## config.mk

```make
export PLATFORM = sky130hd
export DESIGN_NAME = mac_result_writer
export DESIGN_NICKNAME = d
export VERILOG_FILES = /design/src/rtl/mac_result_writer_pkg.sv /design/src/rtl/mac_result_writer_delay.sv /design/src/rtl/mac_result_writer.sv
export SDC_FILE = /design/constraint.sdc
export NUM_CORES = 1
export LEC_CHECK = 0
export CORE_MARGIN = 2
export CORE_UTILIZATION = 25
export CTS_BUF_LIST = sky130_fd_sc_hd__clkbuf_16
export CTS_CLUSTER_DIAMETER = 200
export DETAILED_ROUTE_END_ITERATION = 10
export SKIP_LAST_GASP = 1
export SYNTH_ARGS = -nofsm -noshare
export SYNTH_HDL_FRONTEND = slang
export SYNTH_SLANG_ARGS = --single-unit
```

## constraint.sdc

```tcl
create_clock -name clk -period 2.5 [get_ports clk]
set_input_delay 0.5 -clock clk [delete_from_list [all_inputs] [get_ports clk]]
set_output_delay 0.5 -clock clk [all_outputs]
set_load 0.005 [all_outputs]
```

## src/rtl/mac_result_writer_pkg.sv

```systemverilog
// Shared types and default widths for the operand-fetch / multiply / result-write loop.
// The multiplier latency lives here so both sides of the pipeline agree on it.
package mac_result_writer_pkg;

  typedef enum logic [1:0] {
    IDLE = 2'd0,
    RUN  = 2'd1,
    DONE = 2'd2
  } state_t;

  localparam int DFLT_PROD_W      = 6;
  localparam int DFLT_ACC_W       = 10;
  localparam int DFLT_ADDR_W      = 4;
  localparam int MUL_PIPE_LAT     = 8;
  localparam int DFLT_NUM_SAMPLES = 16;

endpackage

```

## src/rtl/mac_result_writer_delay.sv

```systemverilog
// Single-bit valid shift register: dout is din delayed by DEPTH cycles.
// Asynchronous reset, synchronous clear of every tap; no backpressure.
module valid_delay_line #(
  parameter int DEPTH = 8
) (
  input  logic clk,
  input  logic reset,
  input  logic clr,
  input  logic din,
  output logic dout
);

  logic [DEPTH-1:0] taps_q;
  logic [DEPTH-1:0] taps_d;

  always_comb begin
    taps_d = '0;
    if (!clr) begin
      taps_d[0] = din;
      for (int i = 1; i < DEPTH; i++) begin
        taps_d[i] = taps_q[i-1];
      end
    end
  end

  always_ff @(posedge clk or posedge reset) begin
    if (reset) begin
      taps_q <= '0;
    end else begin
      taps_q <= taps_d;
    end
  end

  assign dout = taps_q[DEPTH-1];

endmodule

```

## src/rtl/mac_result_writer.sv

```systemverilog
// Captures multiplier products PIPE_LAT cycles after each issue, accumulates them and writes each sum.
// Issue-to-wr_en latency PIPE_LAT+1; no backpressure, one write per cycle sustained.
module mac_result_writer
  import mac_result_writer_pkg::*;
#(
  parameter int PROD_W      = DFLT_PROD_W,
  parameter int ACC_W       = DFLT_ACC_W,
  parameter int ADDR_W      = DFLT_ADDR_W,
  parameter int PIPE_LAT    = MUL_PIPE_LAT,
  parameter int NUM_SAMPLES = DFLT_NUM_SAMPLES
) (
  input  logic              clk,
  input  logic              reset,
  input  logic              start,
  input  logic              issue,
  input  logic [PROD_W-1:0] prod,
  output logic              wr_en,
  output logic [ADDR_W-1:0] wr_addr,
  output logic [ACC_W-1:0]  wr_data,
  output logic [ACC_W-1:0]  acc,
  output logic              busy,
  output logic              done,
  output logic              overflow
);

  // One extra bit so the count can reach NUM_SAMPLES = 2^ADDR_W.
  localparam int               CNT_W    = ADDR_W + 1;
  localparam logic [CNT_W-1:0] LAST_CNT = CNT_W'(NUM_SAMPLES);

  state_t            state_q, state_d;
  logic [ACC_W-1:0]  acc_q, acc_d;
  logic [ACC_W-1:0]  wr_data_q, wr_data_d;
  logic [ADDR_W-1:0] wr_addr_q, wr_addr_d;
  logic [CNT_W-1:0]  cnt_q, cnt_d;
  logic              wr_en_q, wr_en_d;
  logic              ovf_q, ovf_d;
  logic              busy_q, busy_d;
  logic              done_q, done_d;

  logic [ACC_W:0]    sum;
  logic              launch;
  logic              record;
  logic              tap;

  // A start outside RUN clears the taps, so issues on the start cycle never land.
  assign launch = start && (state_q != RUN);
  assign record = issue && (state_q == RUN);

  valid_delay_line #(
    .DEPTH (PIPE_LAT)
  ) u_valid_delay (
    .clk   (clk),
    .reset (reset),
    .clr   (launch),
    .din   (record),
    .dout  (tap)
  );

  always_comb begin
    sum       = {1'b0, acc_q} + (ACC_W+1)'(prod);
    state_d   = state_q;
    acc_d     = acc_q;
    wr_data_d = wr_data_q;
    wr_addr_d = wr_addr_q;
    cnt_d     = cnt_q;
    ovf_d     = ovf_q;
    wr_en_d   = 1'b0;

    case (state_q)
      IDLE, DONE: begin
        if (start) begin
          state_d   = RUN;
          acc_d     = '0;
          wr_data_d = '0;
          wr_addr_d = '0;
          cnt_d     = '0;
          ovf_d     = 1'b0;
        end
      end
      RUN: begin
        if (tap) begin
          acc_d     = sum[ACC_W-1:0];
          wr_data_d = sum[ACC_W-1:0];
          ovf_d     = ovf_q | sum[ACC_W];
          wr_en_d   = 1'b1;
          wr_addr_d = cnt_q[ADDR_W-1:0];
          cnt_d     = cnt_q + 1'b1;
          if (cnt_d == LAST_CNT) begin
            state_d = DONE;
          end
        end
      end
      default: state_d = IDLE;
    endcase

    busy_d = (state_d == RUN);
    done_d = (state_d == DONE);
  end

  always_ff @(posedge clk or posedge reset) begin
    if (reset) begin
      state_q   <= IDLE;
      acc_q     <= '0;
      wr_data_q <= '0;
      wr_addr_q <= '0;
      cnt_q     <= '0;
      wr_en_q   <= 1'b0;
      ovf_q     <= 1'b0;
      busy_q    <= 1'b0;
      done_q    <= 1'b0;
    end else begin
      state_q   <= state_d;
      acc_q     <= acc_d;
      wr_data_q <= wr_data_d;
      wr_addr_q <= wr_addr_d;
      cnt_q     <= cnt_d;
      wr_en_q   <= wr_en_d;
      ovf_q     <= ovf_d;
      busy_q    <= busy_d;
      done_q    <= done_d;
    end
  end

  assign wr_en    = wr_en_q;
  assign wr_addr  = wr_addr_q;
  assign wr_data  = wr_data_q;
  assign acc      = acc_q;
  assign busy     = busy_q;
  assign done     = done_q;
  assign overflow = ovf_q;

endmodule

```

Word-level counts from Yosys, hierarchy flattened:

Index checks and enable logic that the tools add are counted.

* reductions and logical operators: 6
* add/sub/neg operators: 2
* mux-type cells: 19
* bitwise operators: 1
* eq/ne operators: 8

Operators by type and width (number)
* $mux 10: 2
* $pmux 10 s2: 1
* $add 10x6->11: 1
* $mux 5: 2
* $pmux 5 s2: 1
* $mux 4: 2
* $mux 8: 1
* $pmux 4 s2: 1
* $mux 2: 3
* $add 5x1->5 const B: 1
* $eq 5x5->1 const B: 1
* $eq 2x1->1 const B: 2
* $eq 2x2->1 const B: 2
* $mux 1: 4
* $ne 2x1->1 const B: 2
* $pmux 2 s2: 1
* $reduce_and 3->1: 1
* $logic_and 1x1->1: 2
* $logic_not 2->1: 1
* $ne 2x2->1 const B: 1
* $pmux 1 s2: 1
* $reduce_bool 2->1: 1
* $reduce_or 2->1: 1
* $or 1x1->1: 1

* flip-flop bits (word level): 33
* word-level logic and storage cells: 45

Depth between registers and ports, before layout:

Gate-level depths: netlist of run 1.

* word-level depth: 6
* mapped depth: 7
* gate-level depth less buffers: 7

Cells and area by module:

A second synthesis of run 1 with hierarchy kept.

* cells, all modules: 167
* area, all modules: 1679.1 um^2

By module, submodules not included
* mac_result_writer: instances 1, area an instance 1425.1 um^2, cells an instance 150
* valid_delay_line: instances 1, area an instance 254.0 um^2, cells an instance 17

Worst setup path before layout of run 1:

No wires, ideal clock.

* path kind: input -> register
* start point: input prod[0]
* end point: register wr_data_q[6] (netlist: wr_data[6])
* arrival time: 1.713 ns
* setup slack: 0.658 ns
* path buffers: 0
* cell stages on the path: 7
* data required time: 2.371 ns
* path through: ha_1 > inv_1 > fa_1 > and2b_1 > o31a_1 > o221ai_1 > mux2i_1

* longest elaborated chain between the ends: 3

Ends and longest elaborated chain
* start: declaration: RTL line mac_result_writer.sv:16 `input logic [PROD_W-1:0] prod,`
* $add 10x6->11: RTL line mac_result_writer.sv:60 `sum = {1'b0, acc_q} + (ACC_W+1)'(prod);`
* $mux 10: RTL line mac_result_writer.sv:81 `if (tap) begin`
* $pmux 10 s2: RTL line mac_result_writer.sv:69 `case (state_q)`
* end signal: assignment: RTL line mac_result_writer.sv:114 `wr_data_q <= wr_data_d;`
* end: declaration: RTL line mac_result_writer.sv:32 `logic [ACC_W-1:0] wr_data_q, wr_data_d;`

Every way passes these cells. The select of a mux whose other input is x is not followed.
A chain may end at the register's enable or synchronous reset.

Worst setup path in the final report of run 1:

Same ends and word-level chain as after synthesis.

==> out/qor.yml, run 1 <==
global_routing:
  grt_max_degree: 34
  use_met2: 0.162
  use_met3: 0.0352
  grt_busiest_layer: "met2"
  grt_use_total: 0.106
  grt_pass1_wl_um: 5900
  grt_use_met1: 0.128
  grt_pass1_vias: 1220
  grt_remaining_overflow: 0
  antenna_found_initial: 0
die:
  core_area_um2: 6680
  num_io_pins: 38
  start_util: 0.254
  row_count: 30
  die_w_um: 86.4
  dieArea_um2: 7470
  fp.dieH_um: 86.4
timing:
  post-route-period-util: 0.843
  maxSlewViolCount: 0
  finalHoldViolCount: 0
  tns_ns: 0
  maxSlewHeadroom: 0.578
  max_freq_ghz: 0.474
  period_needed_ns: 2.11
  finalSetupViolCount: 0
  finClkSkew_ns: 0.00536
  rsz0062_at_grt: "no"
  worstMarginPinSlew_ns: 0.632
  fin_hold_ws_ns: 0.446
cts:
  post-cts-setup-buffer-count: 0
  cts_tree: "done"
  cts-resized-gates: 0
  clk_path_buf_depth: 2
  cts.sinks: 33
  clk_latency_ns: 0.28
  htreeDepth: 2
  cts_buffers: 5
  cts_root_buffer: "clkbuf_16"
  cts_hold_buffers: 0
  clk_pin_slew_ns: 0.06
synthesis:
  async_reset_ff_frac: 1.00
  avgSynthCellArea_um2: 10.1
  synth_area_um2: 1700
  yosys.cell_types.count: 39
  synth_seq_cells: 33
  ys.flop_type: "dfrtp_1"
  synth_warnings: 0
  syn_inst: 168
  syn_nets: 186
  synth-edff-count: 0
  ys_seq_area_frac: 0.486
critical_path:
  crit_path_end_kind: "register"
  path_cells: "clkdlybuf4s50_1 -> ha_1 -> inv_1 -> fa_1 -> and2b_1 -> o31a_1 -> o221ai_1 -> mux2i_1"
  cp.required_ns: 2.66
  cpPeakStageDelay_ns: 0.46
  crit_family: "adder cells"
  crit_buf_inv: 2
  critPathLaunchType: "input port"
  cp.arrival_ns: 2.27
  cpMaxStageDelayCell: "clkdlybuf4s50_1"
  crit_fanout: 4
  critPathKind: "in -> reg"
power:
  power.leakage_nw: 1.00
  pwr_density_cell_nw_per_um2: 1260
  p_int_mw: 1.87
  p_sw_frac: 0.339
  combPwrFrac: 0.424
  seq_power_share: 0.325
  p_switching_uw: 956
  vdd_ir_drop_max_uv: 348
  clkPwrFrac: 0.251
routing:
  first_pass_iters: 4
  vias: 1256
  ant_nets: 0
  routedWlPerCell_um: 12.4
  drc_errors: 0
  wirelength_um: 3480
  via_per_inst: 4.49
  drt-initial-drc-count: 42
final_layout:
  fill_cells: 681
  drive_above_1_share: 0.0850
  diodes: 0
  synthToLayoutAreaGrowth_pct: 32.3
  layout.nets: 217
placement:
  hpwl_um: 2520
  place_congestion: 0.765
  portBuffers: 37
job:
  drv_cap: 0
worst_hold_path:
  hold_path.class: "reg -> reg"
outcome:
  status: "complete, no violations"
stage by stage:
step | area [um^2] | instances | power, mW | setup WS [ns] | utilization
after CTS | 2250 | 280 | 2.87 | 0.375 | 0.336
final | 2250 | 280 | 2.82 | 0.392 | 0.336
after global placement | 2080 | 272 | 2.12 | 0.121 | 0.311
after floorplan | 1700 | 168 | 1.72 | 0.658 | -
after global routing | 2250 | 280 | 3.06 | 0.233 | 0.336
after detailed placement | 2080 | 272 | 2.15 | 0.0837 | 0.311
cells in the final DEF (no fill, tap or decap), types with 3 or more instances in the layout:
master and n:
a21o_1 4, a21oi_1 5, and2_1 8, buf_4 3, clkbuf_16 5, clkdlybuf4s50_1 37
dfrtp_1 33, ha_1 7, inv_1 7, mux2i_1 5, nand2_1 28, nand3_1 10
o21ai_0 10, o31ai_1 3
per-layer routing:
metal	part of all wire	vias up
met3	0.064	7
met1	0.46	586
met5	0	-
met4	0.025	0
li1	-	633
met2	0.45	30
area by class of cell:
type                            count  area [um^2]  share of cell area
Clock buffer                        5          125              0.0557
Clock inverter                      3         46.3              0.0206
Inverter                            7         26.3              0.0117
Multi-Input combinational cell    112          731               0.325
Sequential cell                    33          826               0.367
Tap cell                           80          100              0.0445
Timing Repair Buffer               40          393               0.175
Yosys cell counts, drive strengths merged (2+ instances only):
cell type | instances | area (um^2)
o21ai | 12 | 60.1
nand2 | 28 | 105
nand2b | 2 | 12.5
a21o | 4 | 30.0
inv | 7 | 26.3
o21a | 2 | 15.0
and2 | 9 | 58.8
nand3b | 2 | 18.8
mux2i | 5 | 50.1
buf | 13 | 105
o31ai | 3 | 22.5
dfrtp | 33 | 826
a21oi | 6 | 33.8
clkbuf | 3 | 11.3
nand3 | 10 | 50.1
ha | 7 | 87.6
o221ai | 2 | 17.5
nor2b | 2 | 12.5
xor2 | 2 | 17.5
a211oi | 2 | 15.0
power by group through the flow:
stage          combinational [mW]  sequential, mW  clock, mW
6_report                     1.20           0.918      0.708
5_1_grt                      1.35           0.959      0.749
4_1_cts                      1.22           0.926      0.726
3_5_place_dp                 1.21           0.933          0
3_3_place_gp                 1.19           0.925          0
2_1_floorplan               0.820           0.901          0
logic make-up (layout without fill, tap and decap cells):
kind of cell | Yosys count | count (layout) | share of synthesized area
buffers and inverters | 23 | 55 | 0.0839
xor gates and xnor gates | 3 | 3 | 0.0155
DFF | 33 | 33 | 0.486
AOI/OAI and AO/OA | 36 | 36 | 0.143
muxes | 5 | 5 | 0.0295
and+or+nand+nor | 60 | 60 | 0.179
adders and majority gates | 8 | 8 | 0.0633
registers in the layout (all words and copies together) (netlist names):
signal	count
wr_data	10
u_valid_delay.taps_q	8
cnt_q	5
wr_addr	4
state_q	2
busy	1
done	1
overflow	1
wr_en	1
path summary, 6_finish.rpt:
check / startpoint / endpoint / slack [ns] / cells past startpoint
min: u_valid_delay.taps_q[4] / u_valid_delay.taps_q[5] / 0.45 / 1
max: prod[0] / wr_data[6] / 0.39 / 8
min reg2reg: u_valid_delay.taps_q[4] / u_valid_delay.taps_q[5] / 0.45 / 1
max reg2reg: wr_data[0] / wr_data[6] / 0.67 / 7
max in group asynchronous: reset / wr_data[3] / 1.57 / 3
min in group asynchronous: reset / wr_en / 0.62 / 3
Power figures use the tool's default switching activity.
==> run 2, diff against run 1 <==
Clock period 2.5 ns to 1.9 ns, I/O delays scaled along.
==> run 2 against run 1 <==
Clock power rose by 9.0%. Register-to-register slack got worse by 0.57 ns. Final area rose by 3.3%. Critical path type is now reg -> reg. Critical path depth fell by 1. Utilization rose by 1.1 points. Hold slack improved by 0.0058 ns. Sequential share of layout area fell by 1.2 points. Worst setup slack got worse by 0.30 ns. Routed wire length rose by 3.3%.
==> out/qor.yml, run 2 (synthesis gave the netlist of run 1 again) <==
final_layout:
  synthToLayoutAreaGrowth_pct: 36.6
  diodes: 0  # unchanged
  finalInstanceArea_um2: 2320  # +3.3%
  fin_util: 0.347  # +0.0110
  final_common_cell: "clkdlybuf4s50_1"
  most-common-layout-cells: "35 x clkdlybuf4s50_1, 33 x dfrtp_1, 28 x nand2_1"
  largest_reg_flops: 10  # unchanged
  multiInputGateArea_um2: 772  # +5.7%
  fill_cells: 686  # +0.73%
  ff_latch_area_um2: 826  # unchanged
  drive_above_1_share: 0.163  # +0.0785
  layout.nets: 225  # +3.7%
timing:
  maxSlewViolCount: 0  # unchanged
  worst_slack_ns: 0.0958  # -0.296 ns
  finalHoldViolCount: 0  # unchanged
  rsz0062_at_grt: "yes"
  finClkSkew_ns: 0.00221  # -0.00315 ns
  fin_hold_ws_ns: 0.452  # +0.00578 ns
  period_needed_ns: 1.80
  maxSlewHeadroom: 0.549  # -0.0295
  post-route-period-util: 0.950
  finalSetupViolCount: 0  # unchanged
  max_freq_ghz: 0.554
  worstMarginPinSlew_ns: 0.676  # +0.0442 ns
placement:
  portBuffers: 37  # unchanged
  hpwl_um: 2540  # +0.77%
  place_congestion: 0.779  # +1.9%
  place_ws_ns: -0.374  # -0.457 ns
  place_area_um2: 2130  # +2.5%
routing:
  ant_nets: 0  # unchanged
  vias: 1300  # +3.5%
  via_per_inst: 4.51  # +0.63%
  routedWlPerCell_um: 12.5  # +0.44%
  wirelength_um: 3590  # +3.3%
  first_pass_iters: 4  # unchanged
  drt-initial-drc-count: 60  # +43%
  drc_errors: 0  # unchanged
power:
  finalPower_mw: 3.72  # +32%
  p_int_mw: 2.42  # +30%
  power.leakage_nw: 1.04  # +4.0%
  combPwrFrac: 0.468  # +0.044
  seq_power_share: 0.325  # about the same
  p_switching_mw: 1.30  # +36%
  vdd_ir_drop_max_uv: 450  # +29%
  clkPwrFrac: 0.207  # -0.044
  p_sw_frac: 0.350  # +0.0116
  pwr_density_cell_nw_per_um2: 1600  # +28%
critical_path:
  crit_path_end_kind: "register"
  worst_r2r_path_depth: 7  # unchanged
  critPathKind: "reg -> reg"
  cp.arrival_ns: 1.98  # -0.29 ns
  cp.required_ns: 2.08  # -0.58 ns
  crit_fanout: 4  # unchanged
  critPathLaunchType: "register"
cts:
  cts.sinks: 33  # unchanged
  cts_hold_buffers: 0  # unchanged
  htreeDepth: 2  # unchanged
  cts_buffers: 5  # unchanged
  clk_latency_ns: 0.27  # about the same
  clk_path_buf_depth: 2  # unchanged
  cts_tree: "done"
  cts_root_buffer: "clkbuf_16"
  clk_pin_slew_ns: 0.05  # about the same
die:
  num_io_pins: 38  # unchanged
  fp.dieH_um: 86.4  # unchanged
  start_util: 0.254  # unchanged
  die_w_um: 86.4  # unchanged
  row_count: 30  # unchanged
  dieArea_um2: 7470  # unchanged
  core_area_um2: 6680  # unchanged
worst_hold_path:
  hold_path.class: "reg -> reg"
  min_path_cells: 1  # unchanged
global_routing:
  grt_use_total: 0.104  # -0.00130
  antenna_found_initial: 0  # unchanged
  grt_max_degree: 34  # unchanged
  grt_remaining_overflow: 0  # unchanged
  grt_pass1_vias: 1216  # -0.33%
  grt_pass1_wl_um: 5980  # +1.3%
outcome:
  status: "complete, no violations"
job:
  drv_cap: 0  # unchanged
-- run 2: power groups by stage --
stage | Clock, mW | Sequential [mW] | Combinational, mW
after floorplan | 0 | 1.19 | 1.08
after global placement | 0 | 1.22 | 1.65
after detailed placement | 0 | 1.23 | 1.67
after CTS | 0.794 | 1.22 | 1.73
after global routing | 0.823 | 1.27 | 1.94
final | 0.772 | 1.21 | 1.74
-- run 2: per-stage QoR --
step	cells	TNS (ns)
2_1_floorplan	168	0
3_3_place_gp	279	-1.91
3_5_place_dp	279	-2.05
4_1_cts	287	0
5_1_grt	288	-0.0675
6_report	288	0
-- run 2: worst max-delay path: stages, from the launching register on --
cell and delay, ns:
dfrtp_1 0.35, ha_2 0.18, inv_2 0.04, fa_2 0.32
and2b_1 0.22, o31a_1 0.25, o22ai_2 0.11, o31ai_1 0.24
-- run 2: routing by layer --
| layer | vias to the layer above | routed length (um) | share of wire | track usage |
|---|---|---|---|---|
| met4 | 0 | 58 | 0.016 | 0.0469 |
| met2 | 27 | 1740 | 0.48 | 0.163 |
| li1 | 644 | - | - | - |
| met5 | - | 0 | 0 | 0 |
| met3 | 5 | 158 | 0.044 | 0.0276 |
| met1 | 624 | 1640 | 0.46 | 0.136 |
-- run 2: path summary, 6_finish.rpt --
path / startpoint / endpoint / slack [ns]
setup / recovery: wr_data[0] / overflow / 0.1
min in group asynchronous: reset / wr_en / 0.51
hold reg to reg: u_valid_delay.taps_q[4] / u_valid_delay.taps_q[5] / 0.45
hold / removal: u_valid_delay.taps_q[4] / u_valid_delay.taps_q[5] / 0.45
setup reg to reg: wr_data[0] / overflow / 0.1
max in group asynchronous: reset / overflow / 1.07
-- run 2: area by class of cell --
class / count / area share
clock buffer: 5 / 0.0539
clock inverter: 3 / 0.00755
multi-input combinational: 112 / 0.333
timing repair buffer: 48 / 0.196
tap: 80 / 0.0431
inverter: 7 / 0.0113
sequential: 33 / 0.356
-- run 2: timing repair --
item	4_1_cts	5_1_grt
setup endpoints to repair	4	5
endpoints found under the hold margin	0	0
pin swaps	5	5
buffers inserted	0	1
resized for setup	9	2
==> run 3, diff against run 2 <==
Settings changed: CTS_CLUSTER_DIAMETER 200 to default.
==> results of run 3 <==
Final layout, timing and power as in run 2 (identical DEF).
